### config.mk
export PLATFORM = sky130hd
export DESIGN_NAME = uart_tx_scheduler
export DESIGN_NICKNAME = d
export VERILOG_FILES = /design/src/rtl/uart_tx_scheduler.sv
export SDC_FILE = /design/constraint.sdc
export NUM_CORES = 1
export LEC_CHECK = 0
export ABC_CLOCK_PERIOD_IN_PS = 3600
export BUFFER_PORTS_ARGS = -buffer_cell sky130_fd_sc_hd__buf_2
export CORE_MARGIN = 1.5
export CORE_UTILIZATION = 38
export CTS_CLUSTER_DIAMETER = 50
export DETAILED_ROUTE_END_ITERATION = 8
export GPL_TIMING_DRIVEN = 0
export HOLD_SLACK_MARGIN = 0.03
export MAX_ROUTING_LAYER = met4
export PLACE_DENSITY_LB_ADDON = 0.08
export SYNTH_ARGS = -nofsm -noshare
export SYNTH_HDL_FRONTEND = slang
export SYNTH_SLANG_ARGS = --single-unit
### constraint.sdc
create_clock -name clk -period 3.6 [get_ports clk]
set_input_delay 0.9 -clock clk [delete_from_list [all_inputs] [get_ports clk]]
set_output_delay 0.9 -clock clk [all_outputs]
set_load 0.01 [all_outputs]
### src/rtl/uart_tx_scheduler.sv
// Round-robin scheduler sharing one UART transmitter and baud controller between N_REQ byte requesters.
// The winner's byte and baud code are latched, then the Tx_EN/Tx_WR/Tx_BUSY handshake is run to completion.
module uart_tx_scheduler #(
    parameter int N_REQ        = 4,
    parameter int BUSY_TIMEOUT = 16
) (
    input  logic                 clk,
    input  logic                 reset,
    input  logic [N_REQ-1:0]     req,
    input  logic [8*N_REQ-1:0]   req_data,
    input  logic [3*N_REQ-1:0]   req_baud,
    output logic [N_REQ-1:0]     grant,
    output logic [N_REQ-1:0]     done,
    output logic                 err,
    output logic                 busy,
    output logic                 Tx_EN,
    output logic                 Tx_WR,
    output logic [7:0]           Tx_DATA,
    output logic [2:0]           baud_select,
    input  logic                 Tx_BUSY,
    output logic [2:0]           state_dbg
);
    localparam int LW = $clog2(N_REQ);
    localparam int CW = $clog2(BUSY_TIMEOUT + 1);
    localparam logic [LW-1:0] LAST_RST = LW'(N_REQ - 1);
    localparam logic [LW:0]   NREQ_W   = (LW + 1)'(N_REQ);
    localparam logic [CW-1:0] TIMEOUT  = CW'(BUSY_TIMEOUT);

    typedef enum logic [2:0] {IDLE, SETUP, WRITE, WAIT_BUSY, WAIT_DONE} state_t;

    state_t            state_q, state_d;
    logic [LW-1:0]     last_q, last_d;
    logic [CW-1:0]     cnt_q, cnt_d;
    logic [7:0]        data_q, data_d;
    logic [2:0]        baud_q, baud_d;
    logic [N_REQ-1:0]  grant_q, grant_d;
    logic [N_REQ-1:0]  done_q, done_d;
    logic              err_q, err_d;
    logic              en_q, en_d;
    logic              wr_q, wr_d;

    // Arbiter: first pending requester searching upward from last+1 with wrap.
    logic              found;
    logic [LW-1:0]     sel;
    logic [LW:0]       sum;
    logic [7:0]        sel_data;
    logic [2:0]        sel_baud;

    always_comb begin
        found    = 1'b0;
        sel      = last_q;
        sum      = '0;
        sel_data = 8'h00;
        sel_baud = 3'b000;
        for (int off = 1; off <= N_REQ; off++) begin
            sum = {1'b0, last_q} + (LW + 1)'(off);
            if (sum >= NREQ_W) begin
                sum = sum - NREQ_W;
            end
            if (!found && req[sum[LW-1:0]]) begin
                found    = 1'b1;
                sel      = sum[LW-1:0];
                sel_data = req_data[{sum[LW-1:0], 3'b000} +: 8];
                sel_baud = req_baud[(LW + 2)'(sum[LW-1:0]) * (LW + 2)'(3) +: 3];
            end
        end
    end

    // Transmitter handshake: Tx_WR is a single-cycle strobe issued with Tx_EN already high;
    // the transmitter acknowledges by raising Tx_BUSY and signals frame completion by dropping it.
    always_comb begin
        state_d = state_q;
        last_d  = last_q;
        cnt_d   = cnt_q;
        data_d  = data_q;
        baud_d  = baud_q;
        grant_d = '0;
        done_d  = '0;
        err_d   = 1'b0;
        wr_d    = 1'b0;
        case (state_q)
            IDLE: begin
                if (found && !Tx_BUSY) begin
                    state_d      = SETUP;
                    last_d       = sel;
                    data_d       = sel_data;
                    baud_d       = sel_baud;
                    grant_d[sel] = 1'b1;
                end
            end
            SETUP: begin
                state_d = WRITE;
                wr_d    = 1'b1;
            end
            WRITE: begin
                state_d = WAIT_BUSY;
                cnt_d   = '0;
            end
            WAIT_BUSY: begin
                if (Tx_BUSY) begin
                    state_d = WAIT_DONE;
                end else begin
                    if (cnt_q != '1) begin
                        cnt_d = cnt_q + 1'b1;
                    end
                    if (cnt_d == TIMEOUT) begin
                        state_d        = IDLE;
                        done_d[last_q] = 1'b1;
                        err_d          = 1'b1;
                    end
                end
            end
            WAIT_DONE: begin
                if (!Tx_BUSY) begin
                    state_d        = IDLE;
                    done_d[last_q] = 1'b1;
                end
            end
            default: state_d = IDLE;
        endcase
        en_d = (state_d != IDLE);
    end

    always_ff @(posedge clk or posedge reset) begin
        if (reset) begin
            state_q <= IDLE;
            last_q  <= LAST_RST;
            cnt_q   <= '0;
            data_q  <= '0;
            baud_q  <= '0;
            grant_q <= '0;
            done_q  <= '0;
            err_q   <= 1'b0;
            en_q    <= 1'b0;
            wr_q    <= 1'b0;
        end else begin
            state_q <= state_d;
            last_q  <= last_d;
            cnt_q   <= cnt_d;
            data_q  <= data_d;
            baud_q  <= baud_d;
            grant_q <= grant_d;
            done_q  <= done_d;
            err_q   <= err_d;
            en_q    <= en_d;
            wr_q    <= wr_d;
        end
    end

    assign grant       = grant_q;
    assign done        = done_q;
    assign err         = err_q;
    assign Tx_EN       = en_q;
    assign Tx_WR       = wr_q;
    assign Tx_DATA     = data_q;
    assign baud_select = baud_q;
    assign busy        = (state_q != IDLE);
    assign state_dbg   = state_q;
endmodule
==> flow_metrics.tcl, run 1 <==
set metrics [dict create \
    power.density_nw_per_um2 868 \
    synth_edf_count 0 \
    synth.most_common_cell "nand2_1" \
    die-area_sq_um 7990 \
    yosys-top-cells-area "dfrtp_1, a221oi_1, nand2_1" \
    crit_family "buffers and inverters" \
    yosys_warnings 0 \
    finalSetupTns_ns 0 \
    antenna_found_initial 0 \
    netlist_area_sq_um 2830 \
    yosys.area.top_type "dfrtp_1" \
    cts_root_buffer "clkbuf_8" \
    crit_required_ns 3.78 \
    grt-busiest-layer "met2" \
    outcome "finished clean" \
    pwr-share-seq 0.194 \
    dr.pass1.iters 5 \
    ys_types 45 \
    synthTopCellsByCount "nand2_1, o21ai_0, a221oi_1" \
    worst-path-buf-inv 5 \
    start_util 0.391 \
    clk_pin_slew_ns 0.06 \
    nets 476 \
    cp_cell_sequence "buf_6, buf_2, buf_8, inv_1, ha_2, mux4_2, or2_4, nor2_1, buf_2, a221oi_1, o31ai_1" \
    p_switching_mw 1.48 \
    setup_viol 0 \
    critPathMaxFanout 19 \
    coreArea_sq_um 7250 \
    die_height_um 89.4 \
    r2r_cells 11 \
    synth-main-ff-cell "dfrtp_1" \
    cap_violations 0 \
    maxSlewHeadroom 0.227 \
    io_pins 77 \
    drive_gt1_frac 0.283 \
    hold_viol 0 \
    synth.ff_latch_count 32 \
    p_int_mw 1.50 \
    synthArstFlopShare 1.00 \
    cts_buffer_depth 2 \
    syn_avg_cell_area_sq_um 8.34 \
    fin_crit_sh 0.938 \
    drt_iter0_markers 202 \
    wl_per_cell_um 17.0 \
    track_usage 0.234 \
    die_w_um 89.4 \
    grtUsageMet1 0.319 \
    wirelength_mm 8.82 \
    dp_hpwl_mm 6.52 \
    end_kind "flip-flop" \
    grt_pass1_vias 2751 \
    yosysSeqAreaShare 0.283 \
    clock_latency_ns 0.27 \
    cpMostUsedCell "buf_2" \
    rsz0062_at_grt "false" \
    place_congestion 0.903 \
    fmax_mhz 296 \
    synth_top_area_share 0.265 \
    syn-instance-count 340 \
    min_path_type "flip-flop to flip-flop" \
    synthesis.nets 396 \
    antennaDiodeCount 0 \
    use_met3 0.0268 \
    p_clk_frac 0.097 \
    grt_pass1_wl_mm 13.9 \
    p_leak_nw 1.55 \
    final_max_slew_viol_count 0 \
    portBuffers 76 \
    synthToLayoutAreaGrowth_pct 21.1 \
    cts_tree "built" \
    antenna_left 0 \
    cts_hold_buf 0 \
    netSwitchingFraction 0.496 \
    cts_buffers 5 \
    clock-sinks 32 \
    fin_hold_ws_ns 0.476 \
    cp.arrival_ns 3.56 \
    grt_overflow_total 0 \
    met2_usage 0.368 \
    viasPerCell 5.80 \
    setup.worst_path.class "flip-flop to flip-flop" \
    grt_max_degree 33 \
    worst_pin_slew_ns 1.16 \
    cts_post_setup_buffers_inserted 0 \
    crit_cells 11 \
    htree_levels 2 \
    min_delay_path_depth 2 \
    row_count 31 \
    fin_skew_ns 0.00696 \
    period_needed_ns 3.38 \
    slowest_delay_ns 0.55 \
    cp_slowest_cell "dfstp_2" \
    drcViolationCount 0 \
    via_count 3009 \
    startpoint_type "flip-flop" \
    ir_drop_v 0.000376 \
    combPwrFrac 0.709 \
]
per-layer routing:
metal  share of wire  vias to the layer above
met2            0.45                      155
met4          0.0066                        0
met5               0                        -
met3           0.077                        6
met1            0.47                     1386
li1                -                     1462
state kept, by name, summed over array words and instances, names as in the netlist, 2 cells and up:
| name | count |
|---|---|
| last_q | 2 |
| grant | 4 |
| Tx_DATA | 8 |
| done | 4 |
| state_dbg | 3 |
| cnt_q | 5 |
| baud_select | 3 |
logic make-up after synthesis:
group / share of synthesized area
DFF: 0.283
buffers and inverters: 0.0539
adders and majority gates: 0.0221
muxes: 0.136
and+or+nand+nor: 0.191
AOI/OAI and AO/OA: 0.313
layout by cell type, fill, tap and decap left out, types with 7 or more instances in the layout:
cell type   n
mux2_2     13
a22oi_1    23
o31ai_1    11
buf_2      80
a221oi_1   33
nor2_1      9
clkbuf_8    7
a21oi_1    16
o21ai_0    39
clkbuf_1   16
mux2i_1    15
nand2_1    55
dfrtp_1    30
final timing paths:
check,start,end,slack (ns)
max,last_q[0],Tx_DATA[4],0.22
min,Tx_DATA[2],Tx_DATA[2],0.48
max reg2reg,last_q[0],Tx_DATA[4],0.22
min reg2reg,Tx_DATA[2],Tx_DATA[2],0.48
max in group asynchronous,reset,cnt_q[2],1.98
min in group asynchronous,reset,done[0],0.92
power by group through the flow:
stage / logic [mW] / clock network, mW / registers [mW]
3_3_place_gp: 2.08 / 0 / 0.571
4_1_cts: 2.08 / 0.300 / 0.582
2_1_floorplan: 1.47 / 0 / 0.599
5_1_grt: 2.34 / 0.312 / 0.599
3_5_place_dp: 2.09 / 0 / 0.575
6_report: 2.11 / 0.288 / 0.579
worst min-delay path, stage by stage, from the launching register on:
cell and delay [ns]:
dfrtp_1 0.34, nand2_1 0.05, o31ai_1 0.05
per-stage QoR:
step	instances	power [mW]	area, sq um	setup slack [ns]	utilization
final	519	2.98	3430	0.223	0.473
after global routing	519	3.25	3430	0.0121	0.473
after CTS	520	2.97	3430	0.0189	0.473
after detailed placement	515	2.67	3340	-0.415	0.460
after global placement	515	2.65	3340	-0.449	0.460
after floorplan	340	2.07	2830	0.309	-
layout make-up:
cell class                 instances  area (sq um)
multi-input combinational        275          1880
sequential                        32           803
timing repair buffer              76           380
inverter                           4          15.0
buffer                            26           134
fill                             747          3820
clock buffer                       7          96.3
tap                               99           124
repair_timing:
action / 4_1_cts / 5_1_grt
endpoints found under the setup margin: 19 / 17
pin swaps: 0 / 0
gates cloned: 0 / 0
gates resized for setup: 2 / 2
hold endpoints to repair: 0 / 0
No activity file was read; power rests on OpenSTA's default activity.
==> run 2: changes to the inputs <==
--- a/config.mk
+++ b/config.mk
@@ -5,8 +5,9 @@
 export SDC_FILE = /design/constraint.sdc
 export NUM_CORES = 1
 export LEC_CHECK = 0
-export ABC_CLOCK_PERIOD_IN_PS = 3600
+export ABC_CLOCK_PERIOD_IN_PS = 3650
 export BUFFER_PORTS_ARGS = -buffer_cell sky130_fd_sc_hd__buf_2
+export CAP_MARGIN = 20
 export CORE_MARGIN = 1.5
 export CORE_UTILIZATION = 38
 export CTS_CLUSTER_DIAMETER = 50
==> constraint.sdc (replaced) <==
create_clock -name clk -period 3.65 [get_ports clk]
set_input_delay 0.9125 -clock clk [delete_from_list [all_inputs] [get_ports clk]]
set_output_delay 0.9125 -clock clk [all_outputs]
set_load 0.01 [all_outputs]
==> run 2 against run 1 <==
Global-route usage rose by 0.27 points. First-iteration DRC count rose by 12%. Sequential cell count did not move. Clock skew rose by 0.0012 ns. Critical path depth did not move. Clock power barely moved. Clock-buffer cell count did not move. Total power fell by 1.4%. Non-clock buffer count rose by 1. Worst hold slack got worse by 0.0022 ns. Critical endpoint is now Tx_DATA[0]. Largest cell class unchanged. Highest routed layer unchanged.
==> flow_metrics.tcl, run 2 (synthesized netlist as in run 1, its figures left out) <==
set metrics [dict create \
    setup.worst_path.start "last_q[0]" \
    fmax_mhz 291 \
    clk_pin_slew_ns 0.07 \
    final_max_slew_viol_count 0 \
    hold_viol 0 \
    place_congestion 0.903 \
    largest_register_ffs 8 \
    post-route-util 0.477 \
    p_switching_mw 1.46 \
    clock-sinks 32 \
    die-area_sq_um 7990 \
    worst_pin_slew_ns 0.696 \
    dp_hpwl_mm 6.59 \
    wl_per_cell_um 16.9 \
    fin_ws_ns 0.212 \
    antenna_found_initial 0 \
    via_count 2964 \
    final_common_cell "buf_2" \
    p_leak_nw 1.56 \
    outcome "finished clean" \
    slowest_delay_ns 0.55 \
    min_path_type "flip-flop to flip-flop" \
    cp.arrival_ns 3.62 \
    row_count 31 \
    fin_skew_ns 0.00817 \
    pwr-share-seq 0.194 \
    viasPerCell 5.70 \
    track_usage 0.237 \
    drive_gt1_frac 0.285 \
    r2r_start "last_q[0]" \
    power_mw 2.94 \
    htree_levels 2 \
    drt_iter0_markers 227 \
    crit_family "buffers and inverters" \
    clock_latency_ns 0.28 \
    io_pins 77 \
    period_needed_ns 3.44 \
    fin_crit_sh 0.942 \
    coreArea_sq_um 7250 \
    wirelength_mm 8.77 \
    antennaDiodeCount 0 \
    rsz0062_at_grt "false" \
    crit_required_ns 3.83 \
    cts_tree "built" \
    portBuffers 76 \
    end_kind "flip-flop" \
    combPwrFrac 0.708 \
    setup.worst_path.class "flip-flop to flip-flop" \
    setup_viol 0 \
    final_cell_mix "buf_2, nand2_1, o21ai_0" \
    dr.pass1.iters 5 \
    cts_root_buffer "clkbuf_8" \
    cp_slowest_cell "dfstp_2" \
    nets 477 \
    cap_violations 0 \
    startpoint_type "flip-flop" \
    dp_slack_ns -0.363 \
    die_height_um 89.4 \
    cts_post_setup_buffers_inserted 0 \
    cts_buffer_depth 2 \
    grt_max_degree 20 \
    netSwitchingFraction 0.496 \
    cts_buffers 5 \
    p_int_mw 1.48 \
    hp-start "Tx_DATA[2]" \
    die_w_um 89.4 \
    worst-path-buf-inv 5 \
    grt_overflow_total 0 \
    critPathMaxFanout 19 \
    drcViolationCount 0 \
    antenna_left 0 \
    start_util 0.391 \
    synthToLayoutAreaGrowth_pct 22.0 \
    p_clk_frac 0.098 \
    grt_pass1_vias 2798 \
    ir_drop_v 0.000402 \
    cp_cell_sequence "buf_6, buf_2, buf_6, inv_1, ha_2, mux4_2, or2_4, nor2_1, buf_2, a221oi_1, o31ai_1" \
    maxSlewHeadroom 0.536 \
    cts_hold_buf 0 \
    power.density_nw_per_um2 850 \
    grt_pass1_wl_mm 14.0 \
]
-- run 2: cell count changes in the layout (fill, tap and decap cells not counted), sizes merged --
cell and delta:
buf +1
-- run 2: cell type report --
class	count	area, sq um
Sequential cell	32	803
Fill cell	747	3800
Buffer	26	130
Multi-Input combinational cell	275	1880
Timing Repair Buffer	77	408
Inverter	4	15.0
Tap cell	99	124
Clock buffer	7	96.3
-- run 2: final timing paths --
check | to | slack (ns) | depth (start not counted)
max in group asynchronous | last_q[0] | 2.32 | 3
min in group asynchronous | done[0] | 0.73 | 2
max reg2reg | Tx_DATA[0] | 0.21 | 11
max | Tx_DATA[0] | 0.21 | 11
min | Tx_DATA[2] | 0.47 | 2
min reg2reg | Tx_DATA[2] | 0.47 | 2
-- run 2: power groups by stage --
stage	logic, mW	registers [mW]	clock network [mW]
after floorplan	1.45	0.591	0
after CTS	2.06	0.574	0.297
after global routing	2.31	0.592	0.313
after global placement	2.05	0.563	0
after detailed placement	2.07	0.567	0
final	2.08	0.570	0.288
-- run 2: what timing repair did --
item | in CTS | in global routing
endpoints found under the setup margin | 19 | 14
gates cloned | 0 | 0
resized for setup | 2 | 1
pin swaps | 0 | 0
-- run 2: through the flow --
stage	instances	area, sq um	setup TNS, ns	hold slack [ns]
after floorplan	340	2830	0	0.490
after global placement	515	3340	-4.47	0.461
after detailed placement	516	3370	-3.82	0.472
after CTS	521	3460	0	0.487
after global routing	520	3460	0	0.518
final	520	3460	0	0.474
-- run 2: metal layers --
layer  share of wire  vias up  routed length (um)  track usage
met5               0        -                   0            -
met4          0.0091        0                  80       0.0783
met3           0.072        7                 628       0.0314
met2            0.44      131                3900        0.373
met1            0.47     1363                4160        0.315
li1                -     1463                   -            -
-- run 2: tightest hold or removal path, delay by kind of cell, from the launching register on --
kind            cells  cell delay (ns)
compound gates      1             0.05
flops               1             0.34
simple gates        1             0.05
==> run 3: changes to the inputs <==
--- a/config.mk
+++ b/config.mk
@@ -8,6 +8,8 @@
 export ABC_CLOCK_PERIOD_IN_PS = 3650
 export BUFFER_PORTS_ARGS = -buffer_cell sky130_fd_sc_hd__buf_2
 export CAP_MARGIN = 20
+export CELL_PAD_IN_SITES_DETAIL_PLACEMENT = 1
+export CELL_PAD_IN_SITES_GLOBAL_PLACEMENT = 1
 export CORE_MARGIN = 1.5
 export CORE_UTILIZATION = 38
 export CTS_CLUSTER_DIAMETER = 50
==> run 3 against run 2 <==
Clock power is essentially flat. Fmax grew 0.14%. Critical path depth is the same. Design area is essentially flat. Sequential share of layout area is essentially flat. Worst hold slack gained 0.0082 ns. Core utilization is essentially flat. Largest cell class unchanged. Sequential cell count is the same. First-iteration DRC count shrank 33%. Combinational power grew 2%.
==> flow_metrics.tcl, run 3 (synthesized netlist as in run 1, its figures left out) <==
set metrics [dict create \
    clock_latency_ns 0.28 \
    crit_end "Tx_DATA[5]" \
    crit_family "buffers and inverters" \
    multi_input_area_sq_um 1880 \
    die_height_um 89.4 \
    cap_violations 0 \
    ff2ff_setup_slack_ns 0.22 \
    worst_pin_slew_ns 0.711 \
    period_needed_ns 3.43 \
    ir_drop_v 0.000348 \
    drcViolationCount 0 \
    worst-path-buf-inv 5 \
    track_usage 0.258 \
    grtUsageMet1 0.339 \
    grt_overflow_total 0 \
    setup_viol 0 \
    cts_tree "built" \
    io_pins 77 \
    nets 477 \
    viasPerCell 5.96 \
    cts_root_buffer "clkbuf_8" \
    cts_buffers 5 \
    wl_per_cell_um 18.5 \
    cts_hold_buf 0 \
    setup.worst_path.start "last_q[0]" \
    final_common_cell "buf_2" \
    clk_pin_slew_ns 0.06 \
    cp_cell_sequence "buf_6, clkbuf_4, buf_6, inv_1, ha_2, mux4_2, or2_4, nor2_1, buf_2, a221oi_1, o31ai_1" \
    drt_iter0_markers 153 \
    via_count 3101 \
    use_met3 0.0203 \
    final_cell_mix "buf_2, nand2_1, o21ai_0" \
    dp_hpwl_mm 7.26 \
    seqCellArea_sq_um 803 \
    met2_usage 0.433 \
    coreArea_sq_um 7250 \
    portBuffers 76 \
    fin_skew_ns 0.00722 \
    rsz0062_at_grt "false" \
    fmax_mhz 291 \
    startpoint_type "flip-flop" \
    clock-sinks 32 \
    r2r_cells 11 \
    cp_slowest_cell "dfstp_2" \
    die_w_um 89.4 \
    antenna_found_initial 0 \
    row_count 31 \
    grt_max_degree 20 \
    power_mw 2.99 \
    fillers 912 \
    largest_register_ffs 8 \
    critPathMaxFanout 19 \
    final_max_slew_viol_count 0 \
    r2r_start "last_q[0]" \
    hp-start "baud_select[0]" \
    start_util 0.391 \
    crit_cells 11 \
    fin_hold_ws_ns 0.482 \
    finalSetupTns_ns 0 \
    min_path_type "flip-flop to flip-flop" \
    die-area_sq_um 7990 \
    crit_required_ns 3.83 \
    maxSlewHeadroom 0.525 \
    synthToLayoutAreaGrowth_pct 22.1 \
    p_leak_nw 1.56 \
    grt_pass1_vias 3054 \
    fin_crit_sh 0.941 \
    htree_levels 2 \
    cts.repair.resized 2 \
    cpMostUsedCell "buf_6" \
    dr.pass1.iters 5 \
    cp.arrival_ns 3.61 \
    grt-busiest-layer "met2" \
    r2r_end "Tx_DATA[5]" \
    place_congestion 0.915 \
    grt_pass1_wl_mm 15.3 \
    hold_viol 0 \
    antennaDiodeCount 0 \
    power.density_nw_per_um2 863 \
    slowest_delay_ns 0.56 \
    wirelength_mm 9.61 \
    outcome "finished clean" \
    end_kind "flip-flop" \
    antenna_left 0 \
    cts_buffer_depth 2 \
    drive_gt1_frac 0.285 \
    setup.worst_path.class "flip-flop to flip-flop" \
    cts_post_setup_buffers_inserted 0 \
]
run 3: stage by stage:
stage / util / cell area (sq um) / cells / setup slack, ns
floorplan: - / 2830 / 340 / 0.359
global placement: 0.460 / 3340 / 515 / -0.461
detailed placement: 0.464 / 3370 / 516 / -0.471
CTS: 0.476 / 3450 / 520 / 0.113
global route: 0.477 / 3460 / 520 / 0.0154
finish: 0.477 / 3460 / 520 / 0.216
run 3: worst min-delay path by stage:
| stage | endpoint | cells past startpoint |
|---|---|---|
| after floorplan | cnt_q[4] | 2 |
| after global placement | Tx_DATA[2] | 2 |
| after detailed placement | baud_select[0] | 2 |
| after CTS | baud_select[0] | 2 |
| after global routing | baud_select[1] | 2 |
| final | baud_select[0] | 2 |
run 3: layer usage:
metal,wire length (um),part of all wire
met1,4360,0.45
met2,4650,0.48
met3,526,0.055
met4,72,0.0075
met5,0,0
run 3: layout make-up:
class                      instances  area share
sequential                        32       0.232
tap                               99      0.0358
timing repair buffer              77       0.118
inverter                           4     0.00434
buffer                            26      0.0383
multi-input combinational        275       0.544
clock buffer                       7      0.0278
run 3: report_power, final:
group / switching, mW / leakage, nW / total, mW / internal, mW
Clock: 0.123 / 0.0503 / 0.291 / 0.168
Combinational: 1.28 / 1.09 / 2.12 / 0.843
Sequential: 0.103 / 0.418 / 0.577 / 0.474
run 3: tightest hold or removal path: cells and delay by family, from the launching register on:
kind,cells,cell delay (ns)
flip-flops,1,0.34
AND/OR/NAND/NOR,1,0.05
AO/OA/AOI/OAI,1,0.05
